$ cat src/rtl/nec_div_iter.sv
// Iterative restoring divider for DIV/DIVU: 2n/n -> n-bit quotient and remainder.
// Wide mode uses n = DW; narrow (byte) mode uses n = DW/2. Divide-by-zero and
// unsigned overflow are flagged one enabled cycle after accept. Signed overflow
// is flagged once the magnitude quotient is known.
module nec_div_iter #(
  parameter int DW  = 16,
  parameter int BPC = 1
) (
  input  logic            i_clk,
  input  logic            i_rst_n,
  input  logic            i_ce,
  input  logic            i_start,
  input  logic            i_wide,
  input  logic            i_is_signed,
  input  logic [2*DW-1:0] i_num,
  input  logic [DW-1:0]   i_denom,
  output logic            o_busy,
  output logic            o_done,
  output logic            o_dbz,
  output logic            o_ovf,
  output logic [DW-1:0]   o_quot,
  output logic [DW-1:0]   o_rem
);
  localparam int HW = DW/2;
  localparam int CW = $clog2(DW/BPC + 1);

  typedef enum logic [1:0] {S_IDLE, S_CHECK, S_ITER, S_FIX} state_t;

  state_t          r_state;
  logic            r_wide, r_sgn, r_nsign, r_dsign;
  logic [2*DW-1:0] r_nmag;   // |num| until CHECK, then {partial rem, shift/quotient}
  logic [DW-1:0]   r_den;
  logic [CW-1:0]   r_cnt;
  logic            r_busy, r_done, r_dbz, r_ovf;
  logic [DW-1:0]   r_quot, r_rem;

  // Operand magnitudes and signs in the accept cycle
  logic            w_nsign, w_dsign;
  logic [2*DW-1:0] w_nneg_w, w_nmag;
  logic [DW-1:0]   w_nneg_n, w_dneg_w, w_dmag;
  logic [HW-1:0]   w_dneg_n;

  assign w_nsign  = i_is_signed & (i_wide ? i_num[2*DW-1] : i_num[DW-1]);
  assign w_dsign  = i_is_signed & (i_wide ? i_denom[DW-1] : i_denom[HW-1]);
  assign w_nneg_w = -i_num;
  assign w_nneg_n = -i_num[DW-1:0];
  assign w_dneg_w = -i_denom;
  assign w_dneg_n = -i_denom[HW-1:0];
  // The most negative value negates onto itself, which is already its unsigned magnitude.
  assign w_nmag = i_wide ? (w_nsign ? w_nneg_w : i_num)
                         : {{DW{1'b0}}, (w_nsign ? w_nneg_n : i_num[DW-1:0])};
  assign w_dmag = i_wide ? (w_dsign ? w_dneg_w : i_denom)
                         : {{HW{1'b0}}, (w_dsign ? w_dneg_n : i_denom[HW-1:0])};

  // Split the dividend into partial remainder and a left-aligned shift register
  logic [DW-1:0] w_hi, w_lo;
  logic          w_ovf_u;
  assign w_hi    = r_wide ? r_nmag[2*DW-1:DW] : {{HW{1'b0}}, r_nmag[DW-1:HW]};
  assign w_lo    = r_wide ? r_nmag[DW-1:0]    : {r_nmag[HW-1:0], {HW{1'b0}}};
  assign w_ovf_u = (w_hi >= r_den);

  // BPC restoring sub-steps per enabled cycle
  logic [DW-1:0] w_pr, w_sh;
  logic [DW:0]   w_shl;
  always_comb begin
    w_pr  = r_nmag[2*DW-1:DW];
    w_sh  = r_nmag[DW-1:0];
    w_shl = '0;
    for (int b = 0; b < BPC; b++) begin
      w_shl = {w_pr, w_sh[DW-1]};
      if (w_shl >= {1'b0, r_den}) begin
        w_pr = w_shl[DW-1:0] - r_den;
        w_sh = {w_sh[DW-2:0], 1'b1};
      end else begin
        w_pr = w_shl[DW-1:0];
        w_sh = {w_sh[DW-2:0], 1'b0};
      end
    end
  end

  // Sign fix-up and signed range check on the finished magnitudes
  logic [DW-1:0] w_qmag, w_rmag, w_lim, w_mask, w_quot, w_rem;
  logic          w_ovf_s;
  assign w_qmag  = r_wide ? r_nmag[DW-1:0] : {{HW{1'b0}}, r_nmag[HW-1:0]};
  assign w_rmag  = r_nmag[2*DW-1:DW];
  assign w_lim   = r_wide ? {1'b0, {(DW-1){1'b1}}} : {{(HW+1){1'b0}}, {(HW-1){1'b1}}};
  assign w_mask  = r_wide ? {DW{1'b1}} : {{HW{1'b0}}, {HW{1'b1}}};
  assign w_ovf_s = r_sgn & (w_qmag > w_lim);
  assign w_quot  = ((r_nsign ^ r_dsign) ? -w_qmag : w_qmag) & w_mask;
  assign w_rem   = (r_nsign ? -w_rmag : w_rmag) & w_mask;

  // Control FSM with registered results; everything advances only on ce
  always_ff @(posedge i_clk or negedge i_rst_n) begin
    if (!i_rst_n) begin
      r_state <= S_IDLE;
      r_wide  <= 1'b0;
      r_sgn   <= 1'b0;
      r_nsign <= 1'b0;
      r_dsign <= 1'b0;
      r_nmag  <= '0;
      r_den   <= '0;
      r_cnt   <= '0;
      r_busy  <= 1'b0;
      r_done  <= 1'b0;
      r_dbz   <= 1'b0;
      r_ovf   <= 1'b0;
      r_quot  <= '0;
      r_rem   <= '0;
    end else if (i_ce) begin
      r_done <= 1'b0;
      case (r_state)
        S_IDLE: if (i_start) begin
          r_wide  <= i_wide;
          r_sgn   <= i_is_signed;
          r_nsign <= w_nsign;
          r_dsign <= w_dsign;
          r_nmag  <= w_nmag;
          r_den   <= w_dmag;
          r_dbz   <= 1'b0;
          r_ovf   <= 1'b0;
          r_busy  <= 1'b1;
          r_state <= S_CHECK;
        end
        S_CHECK: begin
          if (r_den == '0) begin
            r_dbz   <= 1'b1;
            r_ovf   <= 1'b0;
            r_done  <= 1'b1;
            r_busy  <= 1'b0;
            r_state <= S_IDLE;
          end else if (w_ovf_u) begin
            r_ovf   <= 1'b1;
            r_done  <= 1'b1;
            r_busy  <= 1'b0;
            r_state <= S_IDLE;
          end else begin
            r_nmag  <= {w_hi, w_lo};
            r_cnt   <= r_wide ? CW'(DW/BPC) : CW'(HW/BPC);
            r_state <= S_ITER;
          end
        end
        S_ITER: begin
          r_nmag <= {w_pr, w_sh};
          r_cnt  <= r_cnt - CW'(1);
          if (r_cnt == CW'(1)) r_state <= S_FIX;
        end
        S_FIX: begin
          if (w_ovf_s) begin
            r_ovf <= 1'b1;
          end else begin
            r_quot <= w_quot;
            r_rem  <= w_rem;
            r_ovf  <= 1'b0;
            r_dbz  <= 1'b0;
          end
          r_done  <= 1'b1;
          r_busy  <= 1'b0;
          r_state <= S_IDLE;
        end
        default: r_state <= S_IDLE;
      endcase
    end
  end

  assign o_busy = r_busy;
  assign o_done = r_done;
  assign o_dbz  = r_dbz;
  assign o_ovf  = r_ovf;
  assign o_quot = r_quot;
  assign o_rem  = r_rem;
endmodule

$ cat config.mk
export PLATFORM = sky130hd
export DESIGN_NAME = nec_div_iter
export DESIGN_NICKNAME = d
export VERILOG_FILES = /design/src/rtl/nec_div_iter.sv
export SDC_FILE = /design/constraint.sdc
export NUM_CORES = 1
export LEC_CHECK = 0
export ABC_CLOCK_PERIOD_IN_PS = 5700
export CAP_MARGIN = 20
export CORE_ASPECT_RATIO = 0.7
export CORE_MARGIN = 2
export CORE_UTILIZATION = 40
export DETAILED_ROUTE_END_ITERATION = 12
export HOLD_SLACK_MARGIN = 0.05
export SYNTH_ARGS = -nofsm -noshare
export SYNTH_HDL_FRONTEND = slang
export SYNTH_SLANG_ARGS = --single-unit
$ cat constraint.sdc
create_clock -name i_clk -period 5.7 [get_ports i_clk]
set_clock_uncertainty 0.15 [all_clocks]
set_input_delay 0.57 -clock i_clk [delete_from_list [all_inputs] [get_ports i_clk]]
set_output_delay 0.57 -clock i_clk [all_outputs]
set_load 0.01 [all_outputs]
==> flow_summary.json <==
{
  "startpoint_type": "flop",
  "worstPathArrival_ns": 4.51,
  "ys_seq_elements": 95,
  "cts_setup_buffers": 0,
  "synth_cells": 860,
  "rsz0062_at_grt": "no",
  "status": "finished, final reports clean",
  "min_period_ns": 4.43,
  "start_util": 0.407,
  "cts-root-buf": "clkbuf_16",
  "synth_top_flop_cell": "dfrtp_1",
  "synth.cell_area_mm2": 0.00728,
  "synth_async_sr_flop_share": 1.00,
  "holdPathStages": 2,
  "mostFrequentLayoutCells": "106 x nand2_1, 95 x dfrtp_1, 88 x clkdlybuf4s50_1",
  "area_delta_synth_final_pct": 18.6,
  "route.detailed.drc": 0,
  "cts_tree": "built",
  "cts.sinks": 95,
  "cts_htree_levels": 3,
  "synth_edf_count": 0,
  "grt-ovfl-total": 0,
  "yosysTopAreaCellShare": 0.326,
  "numCtsBuffers": 9,
  "grt_antenna_before_repair": 0,
  "seq_area_frac_synth": 0.326,
  "drt-pass1-iter-count": 5,
  "antenna_cells": 0,
  "ir_worst_vdd_mv": 0.357,
  "synth_fp_nets": 959,
  "avgSynthCellArea_um2": 8.47,
  "reg2reg_depth": 10,
  "grt_max_degree": 67,
  "cts.path.max_buffers": 2,
  "place_congestion": 0.907,
  "drive_gt1_frac": 0.0712,
  "max_slew_margin": 0.303,
  "vias": 6511,
  "ys_types": 67,
  "drv_slew": 0,
  "nets": 1021,
  "worstSkewPairLatency_ns": 0.36,
  "pin_count": 90,
  "final-setup-viol-count": 0,
  "min_path_type": "reg2reg",
  "die_h_um": 117,
  "yosysWarnings": 0,
  "powerDensity_mw_per_mm2": 625,
  "avgViaCountPerCell": 5.60,
  "yosysTopAreaCell": "dfrtp_1",
  "setup_tns_ns": 0,
  "core_area_mm2": 0.0179,
  "wl_per_cell_um": 18.4,
  "num_rows": 41,
  "total_power_mw": 5.39,
  "die_area_mm2": 0.0193,
  "portBuffers": 89,
  "period_share": 0.776,
  "routed_wl_um": 21400,
  "finalHoldViolCount": 0,
  "ctsResizeCount": 0,
  "clkTransAtPathRegs_ns": 0.07,
  "first_global_vias": 5980,
  "grt_first_pass_wirelength_um": 33800,
  "tightest_slew_ns": 1.04,
  "dpl.hpwl_um": 16500,
  "fmaxAchievable_ghz": 0.226,
  "drtIter0Drc": 468,
  "postRouteAntennaNets": 0,
  "maxCapViolations": 0,
  "worstPathMaxFanout": 26,
  "p_leak_nw": 3.57,
  "final_common_cell": "nand2_1",
  "crit_type": "reg2reg",
  "die_w_um": 165,
  "grtUsageTotal": 0.230,
  "synth_area_leaders": "dfrtp_1 33%, ha_1 7.6%, o21ai_0 6.0%, nand2_1 5.5%, xnor2_1 5.4%",
  "end_kind": "flop",
  "required_ns": 5.79,
  "fill_cells": 1790
}
stage by stage:
step	setup WS (ns)	instance area [um2]	hold slack (ns)	std cells	util
5_1_grt	1.02	8630	0.355	1163	0.482
6_report	1.27	8630	0.326	1163	0.482
3_3_place_gp	1.56	8320	0.313	1145	0.465
2_1_floorplan	2.14	7280	0.124	860	-
3_5_place_dp	1.41	8320	0.320	1145	0.465
4_1_cts	1.40	8630	0.335	1162	0.482
critical path, stage by stage (launching register included):
cell	delay [ns]
dfrtp_1	0.94
clkinv_1	0.56
nor2_1	0.22
ha_1	0.16
nand2_1	0.07
or3_1	0.35
a211oi_1	0.38
o21a_1	0.25
or3_1	0.62
nor2_1	0.25
a221o_1	0.34
where the power goes:
group	leakage, nW	internal [mW]	switching (mW)
clock	0.139	0.343	0.280
combinational	2.20	1.55	1.83
sequential	1.23	0.959	0.430
final cells by class:
class	instances	area, um2	share of cell area
multi-input cells	682	4590	0.532
flip-flops and latches	95	2380	0.275
repair buffers	93	921	0.107
well taps	236	295	0.0342
clock buffers	10	229	0.0265
inverters	41	154	0.0178
clock inverters	6	67.6	0.00783
repair_timing:
action                     4_1_cts  5_1_grt
hold buffers                     1        0
setup endpoints to repair        0        0
hold endpoints to repair        29        0
path summary, 6_finish.rpt:
check	startpoint	endpoint	slack, ns
worst max-delay path	r_wide$_DFFE_PN0P_	r_nmag[29]$_DFFE_PN0P_	1.27
worst min-delay path	o_quot[7]$_DFFE_PN0P_	o_quot[7]$_DFFE_PN0P_	0.33
worst max register to register	r_wide$_DFFE_PN0P_	r_nmag[29]$_DFFE_PN0P_	1.27
worst min register to register	o_quot[7]$_DFFE_PN0P_	o_quot[7]$_DFFE_PN0P_	0.33
max in group asynchronous	i_rst_n	o_ovf$_DFFE_PN0P_	3.66
min in group asynchronous	i_rst_n	o_rem[10]$_DFFE_PN0P_	0.52
sequential cells by signal, indices dropped and copies added (netlist names), named ones only:
name	cells
o_rem	16
r_wide	1
o_quot	16
r_nsign	1
o_ovf	1
o_dbz	1
r_cnt	5
r_state	1
r_den	16
o_busy	1
r_dsign	1
r_sgn	1
r_nmag	32
o_done	1
layer usage:
layer / track usage / share of wire
met3: 0.0514 / 0.066
met1: 0.364 / 0.53
met5: 0 / 0
met2: 0.317 / 0.40
met4: 0.0435 / 0.0077
cell usage after synthesis (all sizes together) (7+ instances only):
cell type	number
nand4	9
a22oi	9
dfrtp	95
a21oi	47
o21ai	90
mux2i	9
xor2	39
mux2	34
ha	44
nand3	12
nand2	106
nor2b	7
nor2	58
nor3	21
inv	40
or3	14
o31ai	21
and2	14
clkbuf	38
xnor2	45
nor4	7
cell families after synthesis:
logic type      count (synthesis)  share of synthesized area
simple gates                  276                      0.182
compound gates                234                      0.203
flops                          95                      0.326
xor+xnor                       84                      0.101
buf+inv                        83                     0.0440
fa+ha+maj                      45                     0.0784
mux                            43                     0.0649
Note: power is estimated with default switching activity, not from simulation.
==> RTL edit, RTL diff (same settings) <==
Change the parameter `DW` from 16 to 8.
--- a/src/rtl/nec_div_iter.sv
+++ b/src/rtl/nec_div_iter.sv
@@ -3,7 +3,7 @@
 // unsigned overflow are flagged one enabled cycle after accept. Signed overflow
 // is flagged once the magnitude quotient is known.
 module nec_div_iter #(
-  parameter int DW  = 16,
+  parameter int DW  = 8,
   parameter int BPC = 1
 ) (
   input  logic            i_clk,
Interface: changed (resized i_denom, i_num, o_quot and o_rem); port bits go from 90 to 50. The function was not compared with the original's and may differ.
==> RTL edit against the original RTL <==
- non-clock buffer count shrank 42
- wire length shrank 42%
- count of clock-buffer cells in the layout shrank 4
- power shrank 41%
- sequential cell count shrank 41
- final area shrank 40%
- maximum frequency grew 28%
- synthesized cell count shrank 42%
- area after synthesis shrank 40%
- worst setup slack gained 0.96 ns
- critical path type unchanged
- highest routed layer unchanged
==> RTL edit: results (changes against the original RTL) <==
[outcome]
outcome = finished clean  ; unchanged

[global_route]
grt_pass1_vias = 3818  ; was 5980
grt_usage = 0.219  ; was 0.230
grt_max_degree = 55  ; was 67
antenna_found_initial = 0  ; unchanged
grt_pass1_wl_mm = 20.4  ; was 33.8 mm

[worst_setup_path]
cp-endpoint = r_nmag[10]  ; was r_nmag[29]
ff2ff_path_depth = 8  ; was 10
path_delay_family = compound AO/OA/AOI/OAI gates  ; was simple AND/OR/NAND/NOR gates
reg2reg_to = r_nmag[10]  ; was r_nmag[29]
slowest_delay_ns = 0.85  ; was 0.94 ns
crit_start = r_wide  ; unchanged
rrSetupSlack_ns = 2.23  ; was 1.27 ns
worstPathMaxFanout = 22  ; was 26
cp_data_arrival_time_ns = 3.51  ; was 4.51 ns

[route]
vias = 3929  ; was 6511
drt_first_iter_violations = 443  ; was 468
routed_wirelength_mm = 12.4  ; was 21.4 mm

[finish]
fin_cells = 672  ; was 1163
finalNetCount = 598  ; was 1021
largest_reg_flops = 16  ; was 32
drive_above_1_share = 0.0833  ; was 0.0712

[power]
max-vdd-ir-drop_mv = 0.272  ; was 0.357 mV
p_leak_uw = 0.00214  ; was 0.00357 uW

[clock_tree]
clk_latency_ns = 0.30  ; was 0.36 ns
cts-htree-levels = 2  ; was 3
cts.clk_slew.worst_paths_ns = 0.07  ; about the same
cts_buffers = 5  ; was 9

[synth]
syn-num-nets = 561  ; was 959
synth_warnings = 0  ; unchanged
yosysSeqAreaShare = 0.310  ; was 0.326
synth-async-reset-ratio = 1.00  ; unchanged
synthTopCellsByArea = dfrtp_1 (31%), ha_1 (8.0%), o21ai_0 (4.7%)  ; was dfrtp_1 (33%), ha_1 (7.6%), o21ai_0 (6.0%)
synth_common_cells = dfrtp_1 (54), nand2_1 (42), o21ai_0 (41)  ; was nand2_1 (106), dfrtp_1 (95), o21ai_0 (87)
synth_cell_type_count = 69  ; was 67
synthCells = 502  ; was 860

[placement]
routabilityCongestion = 0.939  ; was 0.907
dpl.hpwl_mm = 9.38  ; was 16.5 mm
postPlaceCellArea_um2 = 4940  ; was 8320 um2
portBuffers = 49  ; was 89
place_inst = 663  ; was 1145
pre_cts_ws_ns = 2.30  ; was 1.41 ns

[sta]
tightestPinTransition_ns = 1.05  ; was 1.04 ns
slew_viol_final = 0  ; unchanged
final.min_clock_period_ns = 3.47  ; was 4.43 ns

[worst_hold_path]
hold_class = in -> async  ; was reg -> reg

RTL edit: where the power goes:
group | internal [uW] | switching [uW] | total (uW)
combinational | 851 | 1140 | 1990
clock | 264 | 146 | 410
sequential | 557 | 229 | 786
total | 1670 | 1510 | 3190
RTL edit: logic make-up (layout without fill, tap and decap cells):
group | count (synthesis) | in the layout | synth area share
AOI/OAI and AO/OA | 155 | 155 | 0.251
buffers and inverters | 58 | 96 | 0.0506
adders and majority gates | 29 | 29 | 0.0850
and+or+nand+nor | 153 | 153 | 0.180
muxes | 22 | 22 | 0.0609
xor gates and xnor gates | 31 | 31 | 0.0623
DFF | 54 | 54 | 0.310
RTL edit: metrics by stage:
| stage | utilization | hold WS, ns |
|---|---|---|
| detailed placement | 0.471 | 0.344 |
| global placement | 0.471 | 0.335 |
| floorplan | - | 0.124 |
| CTS | 0.490 | 0.293 |
| finish | 0.492 | 0.226 |
| global route | 0.492 | 0.296 |
RTL edit: metal layers:
metal  GRT usage  vias to the layer above  wire [um]
li1            -                     1912          -
met1       0.339                     1845       6330
met2       0.302                      151       4900
met3      0.0548                       21        956
met4      0.0471                        0        170
met5           0                        -          0
RTL edit: area by class of cell:
type | instances | area (um2)
Clock buffer | 6 | 139
Clock inverter | 2 | 60.1
Fill cell | 1040 | 5320
Inverter | 37 | 139
Multi-Input combinational cell | 390 | 2790
Sequential cell | 54 | 1350
Tap cell | 132 | 165
Timing Repair Buffer | 51 | 508
